**src/rtl/silver_mem_ctrl.sv**
```systemverilog
// Memory-side request controller: turns processor commands into single-outstanding
// valid/accept bus transactions or interrupt handshakes, with a timeout watchdog and boot latch.
module silver_mem_ctrl #(
  parameter int unsigned TIMEOUT_CYCLES = 1024
) (
  input  logic        clk,
  input  logic        rstn,
  input  logic [1:0]  command,
  input  logic [31:0] data_addr,
  input  logic [31:0] data_wdata,
  input  logic [3:0]  data_wstrb,
  output logic        ready,
  output logic [31:0] data_rdata,
  output logic [1:0]  error,
  output logic        interrupt_ack,
  output logic        mem_start_ready,
  output logic [31:0] mem_start,
  input  logic        boot_valid,
  input  logic [31:0] boot_addr,
  output logic        irq_req,
  input  logic        irq_done,
  output logic        m_valid,
  output logic        m_we,
  output logic [31:0] m_addr,
  output logic [31:0] m_wdata,
  output logic [3:0]  m_wstrb,
  input  logic        m_accept,
  input  logic        m_rvalid,
  input  logic [31:0] m_rdata,
  input  logic        m_resp,
  output logic [1:0]  dbg_state
);

  localparam int unsigned CW = $clog2(TIMEOUT_CYCLES + 1);
  localparam logic [CW-1:0] TO_LIMIT = CW'(TIMEOUT_CYCLES);

  localparam logic [1:0] CMD_NONE = 2'd0;
  localparam logic [1:0] CMD_RD   = 2'd1;
  localparam logic [1:0] CMD_WR   = 2'd2;
  localparam logic [1:0] CMD_IRQ  = 2'd3;

  localparam logic [1:0] ERR_OK    = 2'd0;
  localparam logic [1:0] ERR_BUS   = 2'd1;
  localparam logic [1:0] ERR_TO    = 2'd2;
  localparam logic [1:0] ERR_ALIGN = 2'd3;

  typedef enum logic [1:0] {
    S_IDLE = 2'd0,
    S_REQ  = 2'd1,
    S_RESP = 2'd2,
    S_IRQ  = 2'd3
  } state_e;

  state_e        state_q, state_d;
  logic          armed_q, armed_d;
  logic          mis_q, mis_d;
  logic [CW-1:0] cnt_q, cnt_d;
  logic [1:0]    error_q, error_d;
  logic [31:0]   rdata_q, rdata_d;
  logic          ack_q, ack_d;
  logic          irq_req_q, irq_req_d;
  logic          m_valid_q, m_valid_d;
  logic          m_we_q, m_we_d;
  logic [31:0]   m_addr_q, m_addr_d;
  logic [31:0]   m_wdata_q, m_wdata_d;
  logic [3:0]    m_wstrb_q, m_wstrb_d;
  logic [31:0]   mem_start_q, mem_start_d;
  logic          boot_done_q, boot_done_d;

  logic          accept;
  logic          misaligned;
  logic [CW-1:0] cnt_inc;
  logic          timeout_hit;

  // Handshake: m_valid rises on acceptance and stays up with m_* frozen until the
  // edge that samples m_accept; m_rvalid is honoured only while a transfer is open.
  assign accept      = (state_q == S_IDLE) && armed_q && (command != CMD_NONE);
  assign misaligned  = (data_addr[1:0] != 2'b00) &&
                       ((command == CMD_RD) || ((command == CMD_WR) && (data_wstrb == 4'hF)));
  assign cnt_inc     = cnt_q + CW'(1);
  assign timeout_hit = (cnt_inc == TO_LIMIT);

  always_comb begin
    state_d     = state_q;
    armed_d     = armed_q;
    mis_d       = mis_q;
    cnt_d       = cnt_q;
    error_d     = error_q;
    rdata_d     = rdata_q;
    ack_d       = 1'b0;
    irq_req_d   = irq_req_q;
    m_valid_d   = m_valid_q;
    m_we_d      = m_we_q;
    m_addr_d    = m_addr_q;
    m_wdata_d   = m_wdata_q;
    m_wstrb_d   = m_wstrb_q;
    mem_start_d = mem_start_q;
    boot_done_d = boot_done_q;

    // A held command cannot re-fire; an idle command cycle re-arms.
    if (command == CMD_NONE) begin
      armed_d = 1'b1;
    end

    unique case (state_q)
      S_IDLE: begin
        if (accept) begin
          armed_d = 1'b0;
          error_d = ERR_OK;
          cnt_d   = '0;
          if (command == CMD_IRQ) begin
            irq_req_d = 1'b1;
            state_d   = S_IRQ;
          end else if (misaligned) begin
            mis_d   = 1'b1;
            state_d = S_RESP;
          end else begin
            m_valid_d = 1'b1;
            m_we_d    = (command == CMD_WR);
            m_addr_d  = {data_addr[31:2], 2'b00};
            m_wdata_d = data_wdata;
            m_wstrb_d = (command == CMD_WR) ? data_wstrb : 4'h0;
            state_d   = S_REQ;
          end
        end
      end
      S_REQ: begin
        cnt_d = cnt_inc;
        if (m_accept && m_rvalid) begin
          m_valid_d = 1'b0;
          error_d   = m_resp ? ERR_BUS : ERR_OK;
          if (!m_we_q && !m_resp) begin
            rdata_d = m_rdata;
          end
          state_d = S_IDLE;
        end else if (timeout_hit) begin
          m_valid_d = 1'b0;
          error_d   = ERR_TO;
          state_d   = S_IDLE;
        end else if (m_accept) begin
          m_valid_d = 1'b0;
          state_d   = S_RESP;
        end
      end
      S_RESP: begin
        cnt_d = cnt_inc;
        if (mis_q) begin
          mis_d   = 1'b0;
          error_d = ERR_ALIGN;
          state_d = S_IDLE;
        end else if (m_rvalid) begin
          error_d = m_resp ? ERR_BUS : ERR_OK;
          if (!m_we_q && !m_resp) begin
            rdata_d = m_rdata;
          end
          state_d = S_IDLE;
        end else if (timeout_hit) begin
          error_d = ERR_TO;
          state_d = S_IDLE;
        end
      end
      S_IRQ: begin
        cnt_d = cnt_inc;
        if (irq_done) begin
          irq_req_d = 1'b0;
          ack_d     = 1'b1;
          error_d   = ERR_OK;
          state_d   = S_IDLE;
        end else if (timeout_hit) begin
          irq_req_d = 1'b0;
          error_d   = ERR_TO;
          state_d   = S_IDLE;
        end
      end
      default: state_d = S_IDLE;
    endcase

    // Only the first boot strobe after reset counts.
    if (boot_valid && !boot_done_q) begin
      mem_start_d = boot_addr;
      boot_done_d = 1'b1;
    end
  end

  always_ff @(posedge clk or negedge rstn) begin
    if (!rstn) begin
      state_q     <= S_IDLE;
      armed_q     <= 1'b1;
      mis_q       <= 1'b0;
      cnt_q       <= '0;
      error_q     <= ERR_OK;
      rdata_q     <= '0;
      ack_q       <= 1'b0;
      irq_req_q   <= 1'b0;
      m_valid_q   <= 1'b0;
      m_we_q      <= 1'b0;
      m_addr_q    <= '0;
      m_wdata_q   <= '0;
      m_wstrb_q   <= '0;
      mem_start_q <= '0;
      boot_done_q <= 1'b0;
    end else begin
      state_q     <= state_d;
      armed_q     <= armed_d;
      mis_q       <= mis_d;
      cnt_q       <= cnt_d;
      error_q     <= error_d;
      rdata_q     <= rdata_d;
      ack_q       <= ack_d;
      irq_req_q   <= irq_req_d;
      m_valid_q   <= m_valid_d;
      m_we_q      <= m_we_d;
      m_addr_q    <= m_addr_d;
      m_wdata_q   <= m_wdata_d;
      m_wstrb_q   <= m_wstrb_d;
      mem_start_q <= mem_start_d;
      boot_done_q <= boot_done_d;
    end
  end

  assign ready           = (state_q == S_IDLE);
  assign data_rdata      = rdata_q;
  assign error           = error_q;
  assign interrupt_ack   = ack_q;
  assign irq_req         = irq_req_q;
  assign m_valid         = m_valid_q;
  assign m_we            = m_we_q;
  assign m_addr          = m_addr_q;
  assign m_wdata         = m_wdata_q;
  assign m_wstrb         = m_wstrb_q;
  assign mem_start       = mem_start_q;
  assign mem_start_ready = boot_done_q;
  assign dbg_state       = state_q;

endmodule

```
**config.mk**
```make
export PLATFORM = sky130hd
export DESIGN_NAME = silver_mem_ctrl
export DESIGN_NICKNAME = d
export VERILOG_FILES = /design/src/rtl/silver_mem_ctrl.sv
export SDC_FILE = /design/constraint.sdc
export NUM_CORES = 1
export LEC_CHECK = 0
export ABC_AREA = 0
export CELL_PAD_IN_SITES_DETAIL_PLACEMENT = 1
export CELL_PAD_IN_SITES_GLOBAL_PLACEMENT = 1
export CORE_ASPECT_RATIO = 0.9
export CORE_MARGIN = 10
export CORE_UTILIZATION = 34
export CTS_CLUSTER_SIZE = 20
export DETAILED_ROUTE_END_ITERATION = 12
export PLACE_DENSITY = 0.94
export SYNTH_ARGS = -nofsm -noshare
export SYNTH_HDL_FRONTEND = slang
export SYNTH_SLANG_ARGS = --single-unit
```
**constraint.sdc**
```tcl
create_clock -name clk -period 4 [get_ports clk]
set_clock_uncertainty 0.05 [all_clocks]
set_input_delay 0.6 -clock clk [delete_from_list [all_inputs] [get_ports clk]]
set_output_delay 0.6 -clock clk [all_outputs]
set_load 0.01 [all_outputs]
```
======== Yosys cells after proc, flatten, opt, wreduce, memory -nomap -nowiden ========
Cells that the tools add are included.
cells by class
  add/subtract/negate cells ............... 1
  eq/ne operators ......................... 18
  muxes and demuxes ....................... 48
  bitwise operators ....................... 2
  reductions and logical operators ........ 26
operators with widths
  cell                   count
  $mux 32                4
  $pmux 32 s2            1
  $mux 2                 16
  $pmux 11 s2            1
  $mux 1                 19
  $pmux 2 s4             2
  $reduce_and 4->1       4
  $reduce_bool 2->1      6
  $add 11x1->11 const B  1
  $eq 11x11->1 const B   1
  $mux 11                1
  $ne 2x2->1 const B     5
  $eq 2x2->1 const B     4
  $logic_and 1x1->1      7
  $ne 2x1->1 const B     3
  $pmux 1 s2             3
  $reduce_and 5->1       1
  $eq 2x1->1 const B     2
  $eq 4x4->1 const B     1
  $logic_not 2->1        2
  $mux 4                 1
  $ne 4x4->1 const B     1
  $logic_not 1->1        3
  $ne 3x3->1 const B     1
  other kinds (4)        5
word-level totals
  register bits ........................... 152
  output and inout bits ................... 142

======== Depth between registers and ports, before layout ========
  depth after elaboration ................. 8
  depth in mapped cells ................... 8
  gate-level depth less buffers ........... 6

======== Worst setup path after synthesis ========
No wires, ideal clock.
  path type ............................... register to register
  from .................................... register cnt_q[0]
  to ...................................... register state_q[0], in the netlist dbg_state[0]
  data arrival time ....................... 2141 ps
  setup slack ............................. 1687 ps
  cell stages (with the launch flop) ...... 7
  path buffers ............................ 0
  clock period less this slack ............ 2313 ps
  cell sequence ........................... dfrtp_1 -> ha_1 -> nand3_1 -> or4b_1 -> a211o_1 -> or3_4 -> a32o_1
between the ends
  longest elaborated chain between the ends .. 6
  elaborated cells between the ends (all ways) .. 11
ends and longest elaborated chain
  element                 line  RTL
  from (decl)             57    logic [CW-1:0] cnt_q, cnt_d;
  from (signal assigned)  206   cnt_q <= cnt_d;
  $add 11x1->11 (*)       80    assign cnt_inc = cnt_q + CW'(1);
  $eq 11x11->1 (*)        81    assign timeout_hit = (cnt_inc == TO_LIMIT);
  $mux 2 (3 in a row)     n/a
  $pmux 2 s4              105   unique case (state_q)
  to (signal assigned)    203   state_q <= state_d;
  to (decl)               54    state_e state_q, state_d;
Mark *: on every way between the ends. The rest lies on a longest branch, timed or not.
A chain may end at the register's enable or synchronous reset.

======== Worst setup path after layout ========
  from .................................... register state_q[0], in the netlist dbg_state[0]
  to ...................................... output ready
between the ends
  longest elaborated chain between the ends .. 1
ends and longest elaborated chain
  element          line  RTL
  $logic_not 2->1  221   assign ready = (state_q == S_IDLE);
  to (decl)        12    output logic ready,
No other way between the ends.

==> flow_summary.json <==
{
  "fp.dieW_um": 162,
  "io_buffers": 280,
  "cts_resized": 0,
  "cts_made_buffers": 17,
  "power_density_nw_per_um2": 709,
  "cp.buffers_inverters": 2,
  "netlist_area_um2": 6160,
  "critical-path-top-delay-family": "buffers and inverters",
  "yosysUniqueCellTypes": 48,
  "area_growth_pct": 59.9,
  "ys_top_cells_by_count": "dfrtp_1, mux2_2, o21ai_0, nand2_1",
  "finalNonFillerCells": 977,
  "clockPowerShare_pct": 24.2,
  "ys_ff_latch": 152,
  "htree_levels": 4,
  "yosys.area_share.adder_pct": 0.203,
  "grt.overflow.total": 0,
  "slew_violations": 0,
  "drt-vias-per-instance": 4.84,
  "antenna_found_initial": 0,
  "p_comb_share_pct": 39.7,
  "dp_cells": 946,
  "crit_chain": "or2_2 > inv_1 > clkdlybuf4s50_1",
  "path_clk_slew_ns": 0.06,
  "grt_pass1_vias": 5532,
  "first_pass_iters": 4,
  "async_reset_ff_share_pct": 100,
  "wirelength_um": 21700,
  "hpwl_um": 16300,
  "switching_share_pct": 31.4,
  "power_leakage_nw": 4.08,
  "postCtsSetupBuffers": 0,
  "avgSynthCellArea_um2": 13.9,
  "drive_gt1_share_pct": 24.2,
  "critPathSlowestCell": "dfrtp_1",
  "cts.sink_count": 152,
  "critPathRequiredTime_ns": 3.35,
  "period_share_pct": 68.3,
  "pwr-share-seq_pct": 36.1,
  "root_buffer": "clkbuf_16",
  "yosys.area_share.xor_xnor_pct": 0.569,
  "start_util_pct": 34.7,
  "cts_hold_buf": 0,
  "crit_arrival_ns": 2.08,
  "reg2reg_from": "dbg_state[0]",
  "cp-end-kind": "output port",
  "drtAntennaViolNets": 0,
  "setup_tns_ns": 0,
  "synth_cells": 443,
  "layout.nets": 867,
  "timing.fmax_ghz": 0.366,
  "grt_max_degree": 95,
  "setup_viol": 0,
  "synth_most_common_cell": "dfrtp_1",
  "critPathMaxStageDelay_ns": 0.54,
  "io_pins": 283,
  "synth_top_area_share_pct": 61.3,
  "drc_errors": 0,
  "muxShareOfSynthArea_pct": 23.4,
  "rsz0062_at_grt": "no",
  "worst-r2r-cell-count": 5,
  "vias": 4726,
  "die_area_um2": 23900,
  "r2r_setup_slack_ns": 1.27,
  "avgRoutedWirePerCell_um": 22.2,
  "internal_power_mw": 4.78,
  "criticalPathCategory": "flip-flop to output port",
  "synth_warnings": 0,
  "drt_iter0_markers": 137,
  "maxSlewHeadroom_pct": 39.5,
  "core_area_um2": 17700,
  "place.gp.congestion": 0.791,
  "synth_top_family_by_area": "multiplexers",
  "netlist_top_cells_area": "dfrtp_1, mux2_2, o21ai_0",
  "clockBufferDepth": 2,
  "p_total_mw": 6.98,
  "cts_tree": "built",
  "max-cap-violations": 0,
  "n_antenna_cell": 0,
  "period_minus_slack_ns": 2.73,
  "die_h_um": 148,
  "yosys.area.top_type": "dfrtp_1",
  "synth_flop_cell": "dfrtp_1",
  "worst_slew_pin_slew_ns": 0.908,
  "path_max_fanout": 13,
  "timing.rr.end": "m_wdata[4]",
  "hold_violations": 0,
  "synth_compound_area_share_pct": 6.20,
  "synth_simple_gate_area_share_pct": 5.53,
  "synth_edf_count": 0,
  "min_path_type": "input pin to asynchronous set/reset pin",
  "status": "finished, final reports clean",
  "p_sw_mw": 2.19,
  "setup.worst_path.start_class": "flip-flop",
  "grt_use_total_pct": 17.9,
  "num_rows": 46,
  "ys_seq_area_share_pct": 61.8,
  "grt_first_pass_wirelength_um": 33000,
  "peakVddDrop_mv": 0.422,
  "worst_skew_pair.late_latency_ns": 0.42
}
sequential cells by signal, indices dropped and copies added, names as in the netlist, 2 cells and up:
signal / flops
data_rdata: 32
m_wdata: 32
mem_start: 32
m_addr: 30
cnt_q: 11
m_wstrb: 4
dbg_state: 2
error: 2
metrics by stage:
| stage | util, % | setup WS, ns | area [µm²] | hold slack, ns |
|---|---|---|---|---|
| floorplan | - | 1.69 | 6160 | 0.254 |
| global placement | 52.1 | 0.931 | 9230 | 0.429 |
| detailed placement | 52.1 | 0.858 | 9230 | 0.442 |
| CTS | 55.5 | 1.24 | 9850 | 0.268 |
| global route | 55.5 | 1.17 | 9850 | 0.275 |
| finish | 55.5 | 1.27 | 9850 | 0.219 |
cell type report:
| class | count | area (µm²) |
|---|---|---|
| fillers | 1810 | 7880 |
| flip-flops and latches | 152 | 3800 |
| repair buffers | 286 | 2870 |
| multi-input cells | 259 | 2220 |
| clock buffers | 17 | 425 |
| well taps | 240 | 300 |
| clock inverters | 14 | 188 |
| inverters | 9 | 33.8 |
worst max path at each step:
stage | startpoint | to | slack, ns | cells after the start
6_report | dbg_state[0] | ready | 1.27 | 3
5_1_grt | dbg_state[0] | m_addr[28] | 1.17 | 5
4_1_cts | dbg_state[0] | m_addr[28] | 1.24 | 5
3_5_place_dp | command[1] | m_addr[13] | 0.86 | 6
3_3_place_gp | command[1] | m_addr[28] | 0.93 | 6
2_1_floorplan | cnt_q[0] | dbg_state[0] | 1.69 | 6
metal layers:
metal | share of wire, % | GRT usage, % | vias to the layer above
met2 | 53 | 32.7 | 188
li1 | - | - | 2144
met5 | 0 | 0 | -
met3 | 9.2 | 8.22 | 36
met4 | 2.9 | 7.18 | 0
met1 | 35 | 17.1 | 2358
cells in the final DEF, fill, tap and decap left out, drive strengths merged, types with 3 or more instances in the layout:
cell type,Yosys,final
xnor2,3,3
dfrtp,151,151
nand3,12,12
inv,9,15
a31oi,3,3
and3,4,4
clkdlybuf4s50,0,279
buf,17,7
a21oi,9,9
o21ai,23,23
and2,3,3
nor2,12,12
mux2,127,127
clkinvlp,0,3
o31ai,5,5
nand2,15,15
clkbuf,7,17
a211oi,3,3
bufinv,0,3
o22ai,4,4
nor2b,3,3
cell families after synthesis:
kind of cell,Yosys count
AOI/OAI and AO/OA,60
xor gates and xnor gates,4
adders and majority gates,1
buffers and inverters,33
DFF,152
muxes,128
other,1
and+or+nand+nor,64
power groups by stage:
stage	combinational [mW]	clock, mW	sequential (mW)
after global placement	2.70	0	2.48
after global routing	2.96	1.80	2.60
after CTS	2.83	1.73	2.52
after detailed placement	2.79	0	2.54
final	2.77	1.69	2.52
after floorplan	0.868	0	2.74
No activity file was read; power rests on OpenSTA's default activity.
==> variant 1 (same settings) <==
The parameter `TIMEOUT_CYCLES` goes from 1024 to 2048.
--- a/src/rtl/silver_mem_ctrl.sv
+++ b/src/rtl/silver_mem_ctrl.sv
@@ -2,5 +2,5 @@
 // valid/accept bus transactions or interrupt handshakes, with a timeout watchdog and boot latch.
 module silver_mem_ctrl #(
-  parameter int unsigned TIMEOUT_CYCLES = 1024
+  parameter int unsigned TIMEOUT_CYCLES = 2048
 ) (
   input  logic        clk,
Formal check against the unedited RTL: no difference found for any inputs over 4 cycles, from zero or initial values and one cycle with rstn low; that may be too few to reach the edited logic, so the function may still have changed.
==> variant 1 against the unedited design <==
Via count down 0.25%; power up 2.0%; synthesized area up 4.3%; setup slack worse by 0.55 ns; cell area up 2.0%; core utilization down 1.1 points; largest power group unchanged; sequential cell count up 1; critical path type unchanged; routed wire length up 1.3%; die area up 3.8%; non-clock buffer count down 1; register-to-register slack worse by 0.03 ns.
==> variant 1: results <==
{
  "place.gp.congestion": 0.807,
  "dp_hpwl_mm": 17.0,
  "grt_pass1_vias": 5220,
  "critPathArrivalTime_ns": 2.63,
  "synth_commonest_cells": "152 x dfrtp_1, 66 x mux2_2, 60 x mux2_4",
  "fillerInstances": 1848,
  "postCtsResizedCells": 0,
  "synth.distinct_cells": 50,
  "peakVddDrop_v": 0.000320,
  "async_flop_share_pct": 100,
  "drt_first_pass_iters": 4,
  "synth_sequential_area_ratio_pct": 59.6,
  "critPathMaxFanout": 18,
  "rr_worst_depth": 6,
  "rrSetupSlack_ns": 1.24,
  "outcome": "completed",
  "vias_per_cell": 4.79,
  "grt_max_degree": 99,
  "worstMarginPinSlew_ns": 0.596,
  "htreeDepth": 4,
  "dp_slack_ns": 0.812,
  "avgRoutedWirePerCell_um": 22.3,
  "fmax_mhz": 305,
  "grt_pass1_wl_mm": 32.2,
  "fin_hold_ws_ns": 0.0824,
  "r2r_end": "error[1]",
  "antenna_found_initial": 2,
  "cts_setup_buffers": 0,
  "drt-initial-drc-count": 224,
  "leakagePower_uw": 0.00439,
  "drive_gt1_share_pct": 23.0,
  "grt.total_usage_pct": 17.2,
  "synth_area_leaders": "dfrtp_1 59%, mux2_4 14%, mux2_2 12%",
  "cts_max_path_buffers": 2
}
variant 1: cell count changes in the layout (fill, tap and decap cells not counted), moves of 3 or more:
cell	before	now
nand2_1	15	26
inv_1	9	2
inv_6	4	7
mux2_2	127	66
nand3_1	12	9
mux2_4	0	60
variant 1: final cells by class:
cell class,count,share of cell area (%)
multi-input combinational,265,24.3
clock inverter,14,1.57
tap,245,3.05
inverter,3,0.112
antenna,1,0.0249
sequential,153,38.1
timing repair buffer,285,28.5
clock buffer,18,4.27
variant 1: cells by family (layout without fill, tap and decap cells):
kind of cell | count (synthesis) | after routing | synth area share [%]
AO/OA/AOI/OAI | 58 | 58 | 5.61
XOR/XNOR | 2 | 2 | 0.273
adder cells (fa/ha/maj) | 1 | 1 | 0.195
buffers and inverters | 28 | 320 | 2.67
flip-flops | 153 | 153 | 59.6
multiplexers | 127 | 127 | 25.8
other | 1 | 3 | 0.0584
AND/OR/NAND/NOR | 75 | 75 | 5.84
variant 1: worst max-delay path, stage by stage, from the launching register on:
cell and delay, ns:
dfrtp_1 0.56, or2_1 0.45, clkinv_1 0.55, clkdlybuf4s50_1 0.64
variant 1: per-layer routing:
metal	track usage [%]	wire length, um
met2	31.4	11700
met5	0	13
met3	6.06	1620
met1	18.6	8420
met4	4.12	182
variant 1: report_power, final:
part | switching (uW) | internal [uW] | total [uW]
clock | 691 | 935 | 1630
sequential | 394 | 2140 | 2540
combinational | 1150 | 1800 | 2950
variant 1: stage by stage:
stage / cell area, sq um / util (%) / std cells
6_report: 10000 / 54.4 / 984
5_1_grt: 10000 / 54.4 / 984
4_1_cts: 10000 / 54.4 / 983
3_5_place_dp: 9460 / 51.2 / 951
3_3_place_gp: 9460 / 51.2 / 951
2_1_floorplan: 6430 / - / 446
==> variant 2 (config.mk and constraints unchanged) <==
Without the edit above. Make the reset (`rstn`) synchronous in one clocked block.
--- a/src/rtl/silver_mem_ctrl.sv
+++ b/src/rtl/silver_mem_ctrl.sv
@@ -183,5 +183,5 @@
   end
 
-  always_ff @(posedge clk or negedge rstn) begin
+  always_ff @(posedge clk) begin
     if (!rstn) begin
       state_q     <= S_IDLE;
Formal check against the unedited RTL: differs if rstn is asserted again (counterexample within 4 cycles, from zero or initial values and one cycle with rstn low); with rstn held inactive, the same outputs for 4 cycles.
==> variant 2 against the unedited design <==
Sequential cell count stayed put; sequential share of layout area decreased by 6.6 points; register-to-register slack better by 0.20 ns; routed wire length decreased by 2.1%; synthesized cell count grew 44%; setup slack got worse by 0.099 ns; core utilization is 0.11 points higher; synthesized area decreased by 3.0%; cell area down 3.6%; non-clock buffer count is 1 higher; critical path type unchanged; highest routed layer unchanged.
Power is not compared: it rests on default switching activity, and its combinational part moved more than twofold at a synthesized area within 25%.
==> variant 2: results <==
{
  "htreeDepth": 4,
  "antenna_found_initial": 0,
  "synth_commonest_cells": "152 x dfxtp_1, 113 x nor2_1, 96 x mux2i_1",
  "swShare_pct": 24.9,
  "synth_area_leaders": "dfxtp_1 51%, mux2i_1 16%, nor2_1 7.1%",
  "place.gp.congestion": 0.771,
  "dp_hpwl_mm": 16.2,
  "grt_max_degree": 74,
  "worstMarginPinSlew_ns": 0.779,
  "cts_setup_buffers": 0,
  "async_flop_share_pct": 0,
  "numCtsBuffers": 17,
  "cts_max_path_buffers": 2,
  "synth_sequential_area_ratio_pct": 50.9,
  "synth.distinct_cells": 57,
  "leakagePower_uw": 0.00375,
  "outcome": "completed",
  "grt_pass1_wl_mm": 33.4,
  "holdCritPathClass": "reg2reg",
  "drt-initial-drc-count": 258,
  "peakVddDrop_v": 0.000287,
  "clkTransAtPathRegs_ns": 0.06,
  "drive_gt1_share_pct": 5.27,
  "dp_slack_ns": 0.964,
  "yosys_warnings": 0,
  "nets": 1040,
  "grt_pass1_vias": 5852,
  "vias": 5494,
  "portBuffers": 280,
  "clk_latency_ns": 0.41,
  "critPathMaxFanout": 13,
  "drt_first_pass_iters": 4,
  "avgRoutedWirePerCell_um": 18.5,
  "root_buffer": "clkbuf_16",
  "grt.total_usage_pct": 17.7
}
variant 2: cell types whose count changed after synthesis, moves of 7 or more:
cell	change
a21oi_1	+40
clkbuf_1	+18
nor2_1	+101
dfrtp_1	-151
dfxtp_1	+152
nand2_1	+63
mux2i_1	+95
o21ai_0	-12
mux2_2	-127
buf_2	+7
buf_1	-10
variant 2: logic make-up (layout without fill, tap and decap cells):
group,after synthesis,count (layout),share of synthesized area (%)
flip-flops,152,152,50.9
adder cells (fa/ha/maj),1,1,0.209
other,1,2,0.0628
multiplexers,96,96,16.1
XOR/XNOR,2,2,0.293
AND/OR/NAND/NOR,241,241,17.3
buffers and inverters,53,325,5.65
AO/OA/AOI/OAI,91,91,9.44
variant 2: worst max-delay path, stage by stage, from the launching register on:
cell and delay (ns):
dfxtp_1 0.57, or2_1 0.47, clkinv_1 0.18, clkdlybuf4s50_1 0.55
variant 2: final timing paths:
check	slack, ns	to	cells past startpoint	from
worst min register to register	0.40	mem_start[21]	2	mem_start[21]
worst max-delay path	1.17	ready	3	dbg_state[0]
worst max register to register	1.47	m_addr[2]	8	dbg_state[0]
worst min-delay path	0.40	mem_start[21]	2	mem_start[21]
variant 2: power groups by stage:
stage	registers, uW	clock network, uW	logic (uW)
floorplan	1730	0	338
global placement	1700	0	729
detailed placement	1710	0	749
CTS	1670	1780	755
global route	1690	1850	805
finish	1670	1730	743
variant 2: layout make-up:
type	count	area, sq um
timing repair buffer	287	2880
inverter	7	28.8
sequential	152	3040
fill	1899	7560
multi-input combinational	433	2610
clock buffer	21	470
clock inverter	10	165
tap	235	294
variant 2: metal layers:
metal / vias to the layer above / part of all wire [%] / global-route usage (%)
li1: 2677 / - / -
met1: 2612 / 41 / 19.9
met2: 192 / 49 / 30.1
met3: 13 / 9.0 / 8.16
met4: 0 / 0.96 / 3.80
met5: - / 0 / 0
variant 2: through the flow:
step,hold WS (ns),instances,instance area (sq um)
2_1_floorplan,0.431,638,5980
3_3_place_gp,0.391,1114,8860
3_5_place_dp,0.398,1114,8860
4_1_cts,0.405,1145,9500
5_1_grt,0.427,1145,9500
6_report,0.401,1145,9500
